--- config.mk ---
export PLATFORM = sky130hd
export DESIGN_NAME = logic_unit_arbiter
export DESIGN_NICKNAME = d
export VERILOG_FILES = /design/src/rtl/logic_unit_arbiter_pkg.sv /design/src/rtl/logic_unit_arbiter_rr_arbiter_core.sv /design/src/rtl/logic_unit_arbiter.sv
export SDC_FILE = /design/constraint.sdc
export NUM_CORES = 1
export LEC_CHECK = 0
export CELL_PAD_IN_SITES_DETAIL_PLACEMENT = 0
export CELL_PAD_IN_SITES_GLOBAL_PLACEMENT = 1
export CORE_AREA = 2 2 159 161
export CTS_CLUSTER_SIZE = 28
export DETAILED_ROUTE_END_ITERATION = 10
export DIE_AREA = 0 0 161 163
export PLACE_DENSITY = 0.94
export SLEW_MARGIN = 15
export SYNTH_ARGS = -nofsm -noshare
export SYNTH_HDL_FRONTEND = slang
export SYNTH_SLANG_ARGS = --single-unit
--- constraint.sdc ---
create_clock -name clk -period 5.18 [get_ports clk]
set_clock_uncertainty 0.05 [all_clocks]
set_input_delay 1.036 -clock clk [delete_from_list [all_inputs] [get_ports clk]]
set_output_delay 1.036 -clock clk [all_outputs]
set_load 0.02 [all_outputs]
--- src/rtl/logic_unit_arbiter_pkg.sv ---
// Shared definitions for the logic unit arbiter: opcode encodings, default
// logic unit latency and a constant-evaluable clog2.
package logic_unit_arbiter_pkg;

    // Encodings are shared with unit_logic_opt; NOT inverts operand A.
    typedef enum logic [1:0] {
        OP_AND = 2'b00,
        OP_OR  = 2'b01,
        OP_XOR = 2'b10,
        OP_NOT = 2'b11
    } lu_op_e;

    localparam int LU_LAT_DEF = 2;

    function automatic int clog2(input int value);
        int r;
        r = 0;
        while ((1 << r) < value) r++;
        return r;
    endfunction

endpackage

--- src/rtl/logic_unit_arbiter_rr_arbiter_core.sv ---
// Round-robin grant core: rr pointer plus a rotating priority search that
// yields a one-hot grant and its encoded requester ID.
module rr_arbiter_core
    import logic_unit_arbiter_pkg::*;
#(
    parameter int NREQ = 4,
    parameter int IDW  = clog2(NREQ)
) (
    input  logic            clk,
    input  logic            rst,
    input  logic [NREQ-1:0] i_valid,
    output logic [NREQ-1:0] o_grant,
    output logic [IDW-1:0]  o_grant_id,
    output logic            o_grant_valid
);

    logic [IDW-1:0]  r_rr_ptr;
    logic [NREQ-1:0] w_grant;
    logic [IDW-1:0]  w_grant_id;
    logic            w_found;
    int              w_idx;

    // NOTE: every signal written here gets a default first so no latch is inferred.
    always_comb begin
        w_grant    = '0;
        w_grant_id = '0;
        w_found    = 1'b0;
        w_idx      = 0;
        for (int k = 0; k < NREQ; k++) begin
            w_idx = int'(r_rr_ptr) + k;
            if (w_idx >= NREQ) w_idx = w_idx - NREQ;
            if (!w_found && i_valid[w_idx]) begin
                w_found         = 1'b1;
                w_grant[w_idx]  = 1'b1;
                w_grant_id      = IDW'(w_idx);
            end
        end
        if (rst) begin
            w_grant = '0;
            w_found = 1'b0;
        end
    end

    // NOTE: state registers use non-blocking assignments; combinational blocks use blocking.
    always_ff @(posedge clk) begin
        if (rst) begin
            r_rr_ptr <= '0;
        end else if (w_found) begin
            r_rr_ptr <= (w_grant_id == IDW'(NREQ - 1)) ? '0 : w_grant_id + IDW'(1);
        end
    end

    assign o_grant       = w_grant;
    assign o_grant_id    = w_grant_id;
    assign o_grant_valid = w_found;

endmodule

--- src/rtl/logic_unit_arbiter.sv ---
// Shares one fixed-latency logic unit between NREQ requesters with round-robin
// issue and ID-tagged responses. Optional statistics under LOGIC_ARB_STATS_EN.
module logic_unit_arbiter
    import logic_unit_arbiter_pkg::*;
#(
    parameter int WIDTH  = 32,
    parameter int NREQ   = 4,
    parameter int LU_LAT = LU_LAT_DEF,
    parameter int IDW    = clog2(NREQ)
) (
    input  logic                  clk,
    input  logic                  rst,
    input  logic [NREQ-1:0]       req_valid,
    output logic [NREQ-1:0]       req_ready,
    input  logic [2*NREQ-1:0]     req_opcode,
    input  logic [WIDTH*NREQ-1:0] req_a,
    input  logic [WIDTH*NREQ-1:0] req_b,
    output logic [NREQ-1:0]       resp_valid,
    output logic [WIDTH-1:0]      resp_data,
    output logic                  lu_v_in,
    output logic [1:0]            lu_opcode,
    output logic [WIDTH-1:0]      lu_a,
    output logic [WIDTH-1:0]      lu_b,
    input  logic [WIDTH-1:0]      lu_out,
    input  logic                  lu_v_out,
    output logic                  err_sync
`ifdef LOGIC_ARB_STATS_EN
    ,
    output logic [16*NREQ-1:0]    stat_grants,
    output logic [15:0]           stat_stalls
`endif
);

    localparam int WARM_W = clog2(LU_LAT + 1);

    logic [NREQ-1:0]   w_grant;
    logic [IDW-1:0]    w_grant_id;
    logic              w_grant_valid;
    logic [LU_LAT-1:0] r_tag_valid;
    logic [IDW-1:0]    r_tag_id [LU_LAT];
    logic              w_last_valid;
    logic [IDW-1:0]    w_last_id;
    logic [WARM_W-1:0] r_warm;
    logic              w_warm_done;

    rr_arbiter_core #(.NREQ(NREQ), .IDW(IDW)) u_core (
        .clk          (clk),
        .rst          (rst),
        .i_valid      (req_valid),
        .o_grant      (w_grant),
        .o_grant_id   (w_grant_id),
        .o_grant_valid(w_grant_valid)
    );

    assign req_ready = w_grant;
    assign lu_v_in   = w_grant_valid;

    always_comb begin
        lu_opcode = '0;
        lu_a      = '0;
        lu_b      = '0;
        for (int i = 0; i < NREQ; i++) begin
            if (w_grant[i]) begin
                lu_opcode = req_opcode[2*i +: 2];
                lu_a      = req_a[WIDTH*i +: WIDTH];
                lu_b      = req_b[WIDTH*i +: WIDTH];
            end
        end
    end

    always_ff @(posedge clk) begin
        if (rst) begin
            r_tag_valid <= '0;
        end else begin
            r_tag_valid[0] <= w_grant_valid;
            for (int s = 1; s < LU_LAT; s++) r_tag_valid[s] <= r_tag_valid[s-1];
        end
    end

    // NOTE: IDs carry no reset; they are only ever read when their valid bit is set.
    always_ff @(posedge clk) begin
        r_tag_id[0] <= w_grant_id;
        for (int s = 1; s < LU_LAT; s++) r_tag_id[s] <= r_tag_id[s-1];
    end

    assign w_last_valid = r_tag_valid[LU_LAT-1];
    assign w_last_id    = r_tag_id[LU_LAT-1];

    always_ff @(posedge clk) begin
        if (rst) begin
            resp_valid <= '0;
            resp_data  <= '0;
        end else begin
            resp_valid <= '0;
            if (w_last_valid) begin
                resp_valid[w_last_id] <= 1'b1;
                resp_data             <= lu_out;
            end
        end
    end

    // The unreset logic unit may emit stale valids right after reset; skip those cycles.
    assign w_warm_done = (r_warm == WARM_W'(LU_LAT));

    always_ff @(posedge clk) begin
        if (rst) begin
            r_warm   <= '0;
            err_sync <= 1'b0;
        end else begin
            if (!w_warm_done) r_warm <= r_warm + WARM_W'(1);
            if (w_warm_done && (lu_v_out != w_last_valid)) err_sync <= 1'b1;
        end
    end

`ifdef LOGIC_ARB_STATS_EN
    logic w_stall;
    assign w_stall = |(req_valid & ~req_ready);

    always_ff @(posedge clk) begin
        if (rst) begin
            stat_grants <= '0;
            stat_stalls <= '0;
        end else begin
            for (int i = 0; i < NREQ; i++) begin
                if (w_grant[i] && (stat_grants[16*i +: 16] != 16'hFFFF))
                    stat_grants[16*i +: 16] <= stat_grants[16*i +: 16] + 16'd1;
            end
            if (w_stall && (stat_stalls != 16'hFFFF)) stat_stalls <= stat_stalls + 16'd1;
        end
    end
`endif

endmodule

==> results.tsv, run 1 <==
metric	value	unit
status	finished, final reports clean	
hpwl	20600	um
ir_drop	279	uV
final_cell_mix	clkdlybuf4s50_1, inv_1, nor2_1	
ys_ff_latch	47	
fin_crit	5060	ps
grt.total_usage	0.182	
synth-edff-count	0	
swShare	0.494	
placed_cells	1550	
yosysWarningCount	0	
rsz0062_at_grt	no	
ant_nets	0	
synth_cells	823	
p_leak	4.78	nW
dieArea	0.0262	mm2
avgSynthCellArea	6.76	um2
numPortBuffers	410	
synth.distinct_cells	45	
worstMarginPinSlew	1050	ps
rr_startpoint	u_core.r_rr_ptr[1]	
clockBufferDepth	2	
synth_top_flop_cell	dfxtp_1	
clkTransAtPathRegs	60	ps
layout_commonest_cell	clkdlybuf4s50_1	
seq_power_share	0.086	
setup_tns	0	ps
die_w	161	um
grt_max_degree	54	
drt_wl_total	25600	um
async_reset_ff_frac	0	
critPathMaxFanout	35	
via_per_inst	4.78	
syn_to_final_growth	91.3	%
slew_headroom	0.299	
yosysSeqAreaShare	0.169	
initial_core_util	0.226	
maxSlewViolCount	0	
antenna_found_initial	1	
p_int	2.63	mW
h-tree-depth	2	
end_kind	primary output	
power.density	489	mW/mm2
comb_power_share	0.846	
synth_area	0.00556	mm2
drive_gt1_frac	0.0943	
finalCritPeriodShare	0.977	
syn-num-nets	1131	
die_y	163	um
worstPathRequired	4090	ps
grt_overflow_total	0	
finalHoldViolCount	0	
ctsRootBufferMaster	clkbuf_16	
hp-start	r_tag_id[0][0]	
crit_start	req_valid[0]	
vias	7465	
coreArea	0.0247	mm2
clock_latency	280	ps
wl_per_cell	16.4	um
cts_sinks	47	
grt_pass1_vias	7320	
drt_iter0_drc	509	
min_path_type	reg -> reg	
firstDrtPassIters	5	
cp-start-kind	input pin	
drc_errors	0	
cap_violations	0	
finalNetCount	1537	
io_pins	411	
cp_data_arrival_time	3970	ps
switchingPower	2.57	mW
finalNonFillerCells	1561	
setup_slack	120	ps
dpl_worst_slack	-342	ps
grt_first_pass_wirelength	38600	um
p_clk_frac	0.068	
cts_tree	built	
place_congestion	0.820	
max_freq	0.198	GHz
setup_viol	0	
crit_type	in -> out	
num_rows	58	
cts_buffers	5	
-- cell families after synthesis --
logic type | synth area share
compound gates | 0.410
xor+xnor | 0.00472
fa+ha+maj | 0.0112
buf+inv | 0.171
flops | 0.169
mux | 0.0830
simple gates | 0.151
-- per-stage QoR --
stage               instance area [um2]   util  hold WS [ps]  power [mW]
finish                            10600  0.431           276        5.20
global route                      10600  0.431           292        5.58
CTS                               10600  0.431           277        5.24
detailed placement                10500  0.424           262        5.15
global placement                  10500  0.424           263        5.12
floorplan                          5560      -           260        3.01
-- synth_stat cells (2+ instances only) --
library cell	count	area [um2]
buf_6	5	56.3
clkbuf_1	50	188
mux2i_1	36	360
a22o_1	67	587
nor4bb_1	3	30.0
a211oi_1	4	30.0
nor2_1	112	420
ha_1	5	62.6
xor2_1	2	17.5
inv_2	2	7.51
nand2_1	72	270
o22ai_1	3	18.8
a21oi_1	75	375
and2_1	2	12.5
buf_2	28	140
o311ai_1	66	578
o21ai_1	2	10.0
buf_1	3	11.3
inv_1	140	526
mux4_2	4	90.1
nor3b_1	2	15.0
buf_4	3	22.5
dfxtp_1	47	941
nand2b_1	3	18.8
a2bb2oi_1	66	578
or3b_1	2	17.5
-- sequential cells by signal, summed over array words and instances, names as in the netlist, named ones only --
register	flops
r_tag_valid	2
r_warm	2
resp_valid	4
r_tag_id	4
err_sync	1
resp_data	32
u_core.r_rr_ptr	1
-- power by group through the flow --
| stage | combinational (mW) | clock [mW] | sequential, mW |
|---|---|---|---|
| detailed placement | 4.69 | 0 | 0.457 |
| CTS | 4.43 | 0.362 | 0.450 |
| global placement | 4.66 | 0 | 0.455 |
| finish | 4.40 | 0.352 | 0.449 |
| global route | 4.74 | 0.383 | 0.455 |
| floorplan | 2.55 | 0 | 0.458 |
-- worst paths after layout --
check             cells after the start                 end  slack [ps]
setup reg to reg                      9  u_core.r_rr_ptr[1]        2690
hold / removal                        0      r_tag_id[0][2]         280
setup / recovery                     10            lu_a[15]         120
hold reg to reg                       0      r_tag_id[0][2]         280
-- cell type report --
| class | instances | area (um2) |
|---|---|---|
| Tap cell | 330 | 413 |
| Clock buffer | 5 | 125 |
| Timing Repair Buffer | 488 | 4800 |
| Antenna cell | 1 | 2.50 |
| Sequential cell | 47 | 942 |
| Fill cell | 2457 | 14000 |
| Inverter | 142 | 533 |
| Clock inverter | 3 | 43.8 |
| Multi-Input combinational cell | 545 | 3790 |
-- critical path: stages --
cell,delay [ps]
clkdlybuf4s50_1,500
or3b_1,430
a2111oi_4,340
nor2_1,80
o32a_2,380
buf_12,190
buf_4,180
o311ai_4,310
a22o_1,170
dlygate4sd2_1,330
-- metal layers --
metal | share of wire | routed length [um] | vias to the layer above | global-route usage
met1 | 0.42 | 10600 | 3372 | 0.222
met4 | 0.027 | 688 | 0 | 0.0556
met3 | 0.072 | 1850 | 46 | 0.0321
met2 | 0.49 | 12400 | 332 | 0.328
li1 | - | - | 3715 | -
met5 | 0 | 0 | - | 0
-- what timing repair did --
action                                  CTS  global route
setup buffers                             2             0
hold buffers                              0             0
gates resized for setup                  75            10
pin swaps                                 1             1
endpoints found under the setup margin   65            63
(Power assumes the default switching activity.)
==> run 2, diff against run 1 <==
- CORE_AREA: 2 2 159 161 -> 2 2 161 163
- CTS_BUF_LIST: default -> sky130_fd_sc_hd__clkbuf_8
- DIE_AREA: 0 0 161 163 -> 0 0 163 165
- DONT_BUFFER_PORTS: default -> 1
- PLACE_DENSITY: 0.94 -> 0.59
==> run 2 against run 1 <==
  * Worst hold slack better by 6.9 ps
  * Final cell count down 30%
  * Combinational power down 29%
  * Fmax up 1.7%
  * Register-to-register slack worse by 190 ps
  * Worst setup slack better by 85 ps
  * Critical path depth down 1
  * Power down 27%
  * Flip-flop and latch count unchanged
  * Final area down 44%
  * Routed wire length down 13%
  * Critical path type is now reg -> out
  * Largest cell class is now multi-input combinational cells
  * Largest power group unchanged
==> results.tsv, run 2 (synthesized netlist as in run 1, its figures left out) <==
metric	value	unit	change
placed_cells	1080		-30%
layout.area.seq	942	um2	unchanged
grt_pass1_vias	5498		-25%
cap_violations	0		unchanged
maxSlewViolCount	0		unchanged
largest-register	resp_data		
clockBufferDepth	2		unchanged
cts_resized	0		-100%
io_pins	411		unchanged
slew_headroom	0.308		+0.00940
hold_buffers	0		unchanged
fin_util	0.236		-0.195
p_total	3.82	mW	-27%
setup_viol	0		unchanged
drt_wl_total	22200	um	-13%
syn_to_final_growth	6.30	%	
ctsRootBufferMaster	clkbuf_8		
drt_iter0_drc	385		-24%
cts_sinks	47		unchanged
numPortBuffers	0		-100%
rsz0062_at_grt	no		
dpl_worst_slack	474	ps	+815 ps
die_y	165	um	+1.2%
cp-start-kind	flip-flop		
crit_type	reg -> out		
reg.largest.list	resp_data (32), r_tag_id (4), resp_valid (4)		
dieArea	0.0269	mm2	+2.5%
postPlaceCellArea	0.00578	mm2	-45%
clkTransAtPathRegs	80	ps	+20 ps
cp_data_arrival_time	3890	ps	-80 ps
whs	283	ps	+6.94 ps
drive_gt1_frac	0.0567		-0.0376
wl_per_cell	20.4	um	+24%
min_path_type	reg -> reg		
initial_core_util	0.222		-0.00327
vias	5681		-24%
cts_buffers	5		unchanged
place_congestion	0.837		+2.1%
layout_commonest_cell	inv_1		
grt_overflow_total	0		unchanged
max_freq	0.201	GHz	+1.7%
grt_max_degree	111		+110%
power.density	647	mW/mm2	+32%
multi_input_area	0.00374	mm2	-1.3%
setup_tns	0	ps	unchanged
worstPathRequired	4090	ps	about the same
num_rows	58		unchanged
h-tree-depth	2		unchanged
end_kind	primary output		
critPathMaxFanout	38		+8.6%
ir_drop	256	uV	-8.2%
via_per_inst	5.22		+9.2%
status	finished, final reports clean		
finalNonFillerCells	1088		-30%
fill_cells	2834		+15%
finalHoldViolCount	0		unchanged
post-cts-setup-buffers	0		-2
firstDrtPassIters	4		-1
hpwl	16900	um	-18%
finalCritPeriodShare	0.960		-0.0164
setup_slack	205	ps	+84.8 ps
cts_tree	built		
finalNetCount	1065		-31%
diodes	0		-1
ant_nets	0		unchanged
clock_latency	290	ps	about the same
fin_crit	4980	ps	-84.8 ps
die_w	163	um	+1.2%
coreArea	0.0250	mm2	+1.5%
finalInstanceArea	0.00591	mm2	-44%
grt.total_usage	0.149		-0.0329
p_leak	2.61	nW	-45%
antenna_found_initial	0		-1
worstMarginPinSlew	1040	ps	-14.1 ps
largest_register_ffs	32		unchanged
final_cell_mix	inv_1, nor2_1, a21oi_1		
grt_first_pass_wirelength	31500	um	-18%
drc_errors	0		unchanged
run 2: cell type report:
cell class	instances	area share
clock buffer	7	0.0163
clock inverter	1	0.00127
inverter	142	0.0901
multi-input combinational	545	0.632
sequential	47	0.159
tap	330	0.0698
timing repair buffer	16	0.0315
run 2: where the power goes:
group / internal [mW] / switching, mW / total, mW
sequential: 0.409 / 0.0608 / 0.470
clock: 0.121 / 0.120 / 0.241
combinational: 0.995 / 2.12 / 3.11
run 2: path summary, 6_finish.rpt:
path	startpoint	to	slack, ps	cells after the start
hold reg to reg	r_tag_id[0][0]	r_tag_id[0][2]	280	0
setup / recovery	u_core.r_rr_ptr[1]	lu_b[29]	200	9
hold / removal	r_tag_id[0][0]	r_tag_id[0][2]	280	0
setup reg to reg	u_core.r_rr_ptr[1]	u_core.r_rr_ptr[1]	2500	8
run 2: critical path, cell delays in order, from the launching register on:
cell	delay [ps]
dfxtp_1	540
inv_1	110
ha_1	430
or3b_1	460
a2111oi_4	420
nor2_1	80
o32a_2	390
buf_4	280
o311ai_1	510
a22o_1	340
run 2: routing by layer:
layer	vias to the layer above	track usage	part of all wire
li1	2760	-	-
met1	2598	0.188	0.42
met2	288	0.257	0.48
met3	35	0.0291	0.069
met4	0	0.0479	0.032
met5	-	0	0
==> run 3, diff against run 2 <==
- CORE_AREA: 2 2 161 163 -> 2 2 159 161
- DIE_AREA: 0 0 163 165 -> 0 0 161 163
- DONT_BUFFER_PORTS: 1 -> default
- PLACE_DENSITY: 0.59 -> 0.94
==> run 3 against run 2 <==
  * Global-route usage is 3.2 points higher
  * Worst hold slack worse by 1.6 ps
  * Clock-buffer cell count down 2
  * Flip-flop and latch count did not move
  * Non-clock buffer count up 472
  * Sequential share of layout area shrank 7.0 points
  * Via count increased by 31%
  * Clock power increased by 7%
==> results.tsv, run 3 (synthesized netlist as in run 1, its figures left out) <==
metric	value	unit	change
largest_register_ffs	32		unchanged
fin_util	0.429		+0.193
min_path_type	reg -> reg		
grt_pass1_vias	7313		+33%
power.density	483	mW/mm2	-25%
drc_errors	0		unchanged
layout_commonest_cell	clkdlybuf4s50_1		
crit_type	in -> out		
slew_headroom	0.291		-0.0169
grt_overflow_total	0		unchanged
finalCritPeriodShare	0.977		+0.0160
numPortBuffers	410		+410
cp-start-kind	input pin		
drt_wl_total	25600	um	+15%
reg2reg_setup_slack	2690	ps	+190 ps
fin_crit	5060	ps	+83.1 ps
largest-register	resp_data		
p_total	5.11	mW	+34%
hpwl	20600	um	+22%
status	finished, final reports clean		
firstDrtPassIters	5		+1
hp-start	r_tag_id[0][0]		
p_leak	4.76	nW	+82%
hold_buffers	0		unchanged
coreArea	0.0247	mm2	-1.4%
ctsRootBufferMaster	clkbuf_8		
clock_latency	280	ps	about the same
grt.total_usage	0.182		+0.0324
cts_sinks	47		unchanged
dieArea	0.0262	mm2	-2.4%
drive_gt1_frac	0.0943		+0.0376
cts_buffers	5		unchanged
wl_per_cell	16.4	um	-20%
io_pins	411		unchanged
antenna_found_initial	1		+1
die_w	161	um	-1.2%
vias	7433		+31%
ir_drop	282	uV	+10%
end_kind	primary output		
clockBufferDepth	2		unchanged
r2r-end	u_core.r_rr_ptr[1]		
crit_start	req_valid[0]		
rsz0062_at_grt	no		
num_rows	58		unchanged
die_y	163	um	-1.2%
cap_violations	0		unchanged
reg.largest.list	resp_data (32), r_tag_id (4), resp_valid (4)		
cp_data_arrival_time	3970	ps	+80 ps
grt_first_pass_wirelength	38500	um	+22%
finalNetCount	1537		+44%
ant_nets	0		unchanged
cts_tree	built		
h-tree-depth	2		unchanged
clkTransAtPathRegs	80	ps	about the same
setup_viol	0		unchanged
fill_cells	2460		-13%
critPathMaxFanout	35		-7.9%
r2r_cells	9		+1
rr_startpoint	u_core.r_rr_ptr[1]		
grt_max_degree	54		-51%
syn_to_final_growth	90.3	%	
drt_iter0_drc	444		+15%
worstPathRequired	4090	ps	about the same
via_per_inst	4.76		-8.8%
worstMarginPinSlew	1060	ps	+25.3 ps
crit_end	lu_a[15]		
max_freq	0.198	GHz	-1.6%
maxSlewViolCount	0		unchanged
initial_core_util	0.226		+0.00327
final_cell_mix	clkdlybuf4s50_1, inv_1, nor2_1		
finalHoldViolCount	0		unchanged
place_congestion	0.820		-2.1%
## run 3: layout make-up
class,instances,area (um2),area share
Timing Repair Buffer,488,4800,0.453
Multi-Input combinational cell,545,3790,0.358
Sequential cell,47,942,0.0890
Inverter,142,533,0.0503
Tap cell,330,413,0.0390
Clock buffer,5,68.8,0.00650
Clock inverter,3,43.8,0.00414
Antenna cell,1,2.50,0.000236
## run 3: worst min path at each step
stage | cells after the start | end | slack, ps
3_5_place_dp | 0 | r_tag_id[0][2] | 260
5_1_grt | 0 | r_tag_id[0][3] | 300
4_1_cts | 0 | r_tag_id[0][2] | 280
3_3_place_gp | 0 | r_tag_id[0][2] | 260
2_1_floorplan | 0 | r_tag_id[0][2] | 260
6_report | 0 | r_tag_id[0][2] | 280
## run 3: stage by stage
stage	setup WS (ps)	std cells	hold slack (ps)	setup TNS (ps)	area, um2
after floorplan	944	823	260	0	5560
after global placement	-330	1550	263	-6670	10500
after detailed placement	-342	1550	262	-8550	10500
after CTS	32.0	1560	283	0	10600
after global routing	5.56	1561	298	0	10600
final	122	1561	282	0	10600
## run 3: worst max-delay path, stage by stage
cell and delay [ps]:
clkdlybuf4s50_1 500, or3b_1 430, a2111oi_4 340, nor2_1 80
o32a_2 380, buf_12 190, buf_4 180, o311ai_4 310
a22o_1 170, dlygate4sd2_1 330
## run 3: metal layers
metal  vias to the layer above  GRT usage  part of all wire
met5                         -          0                 0
li1                       3712          -                 -
met3                        42     0.0323             0.073
met4                         0     0.0544             0.025
met1                      3349      0.221              0.42
met2                       330      0.327              0.49
## run 3: report_power, final
| part | switching [mW] | leakage [nW] | total (mW) | internal (mW) |
|---|---|---|---|---|
| combinational | 2.41 | 4.31 | 4.41 | 2.00 |
| clock | 0.115 | 0.0581 | 0.258 | 0.144 |
| sequential | 0.0396 | 0.386 | 0.449 | 0.409 |
| total | 2.56 | 4.76 | 5.11 | 2.55 |
## run 3: what timing repair did
item / CTS / global route
setup endpoints to repair: 65 / 63
pin swaps: 1 / 1
hold endpoints to repair: 0 / 0
gates resized for setup: 75 / 10
buffers inserted: 2 / 0
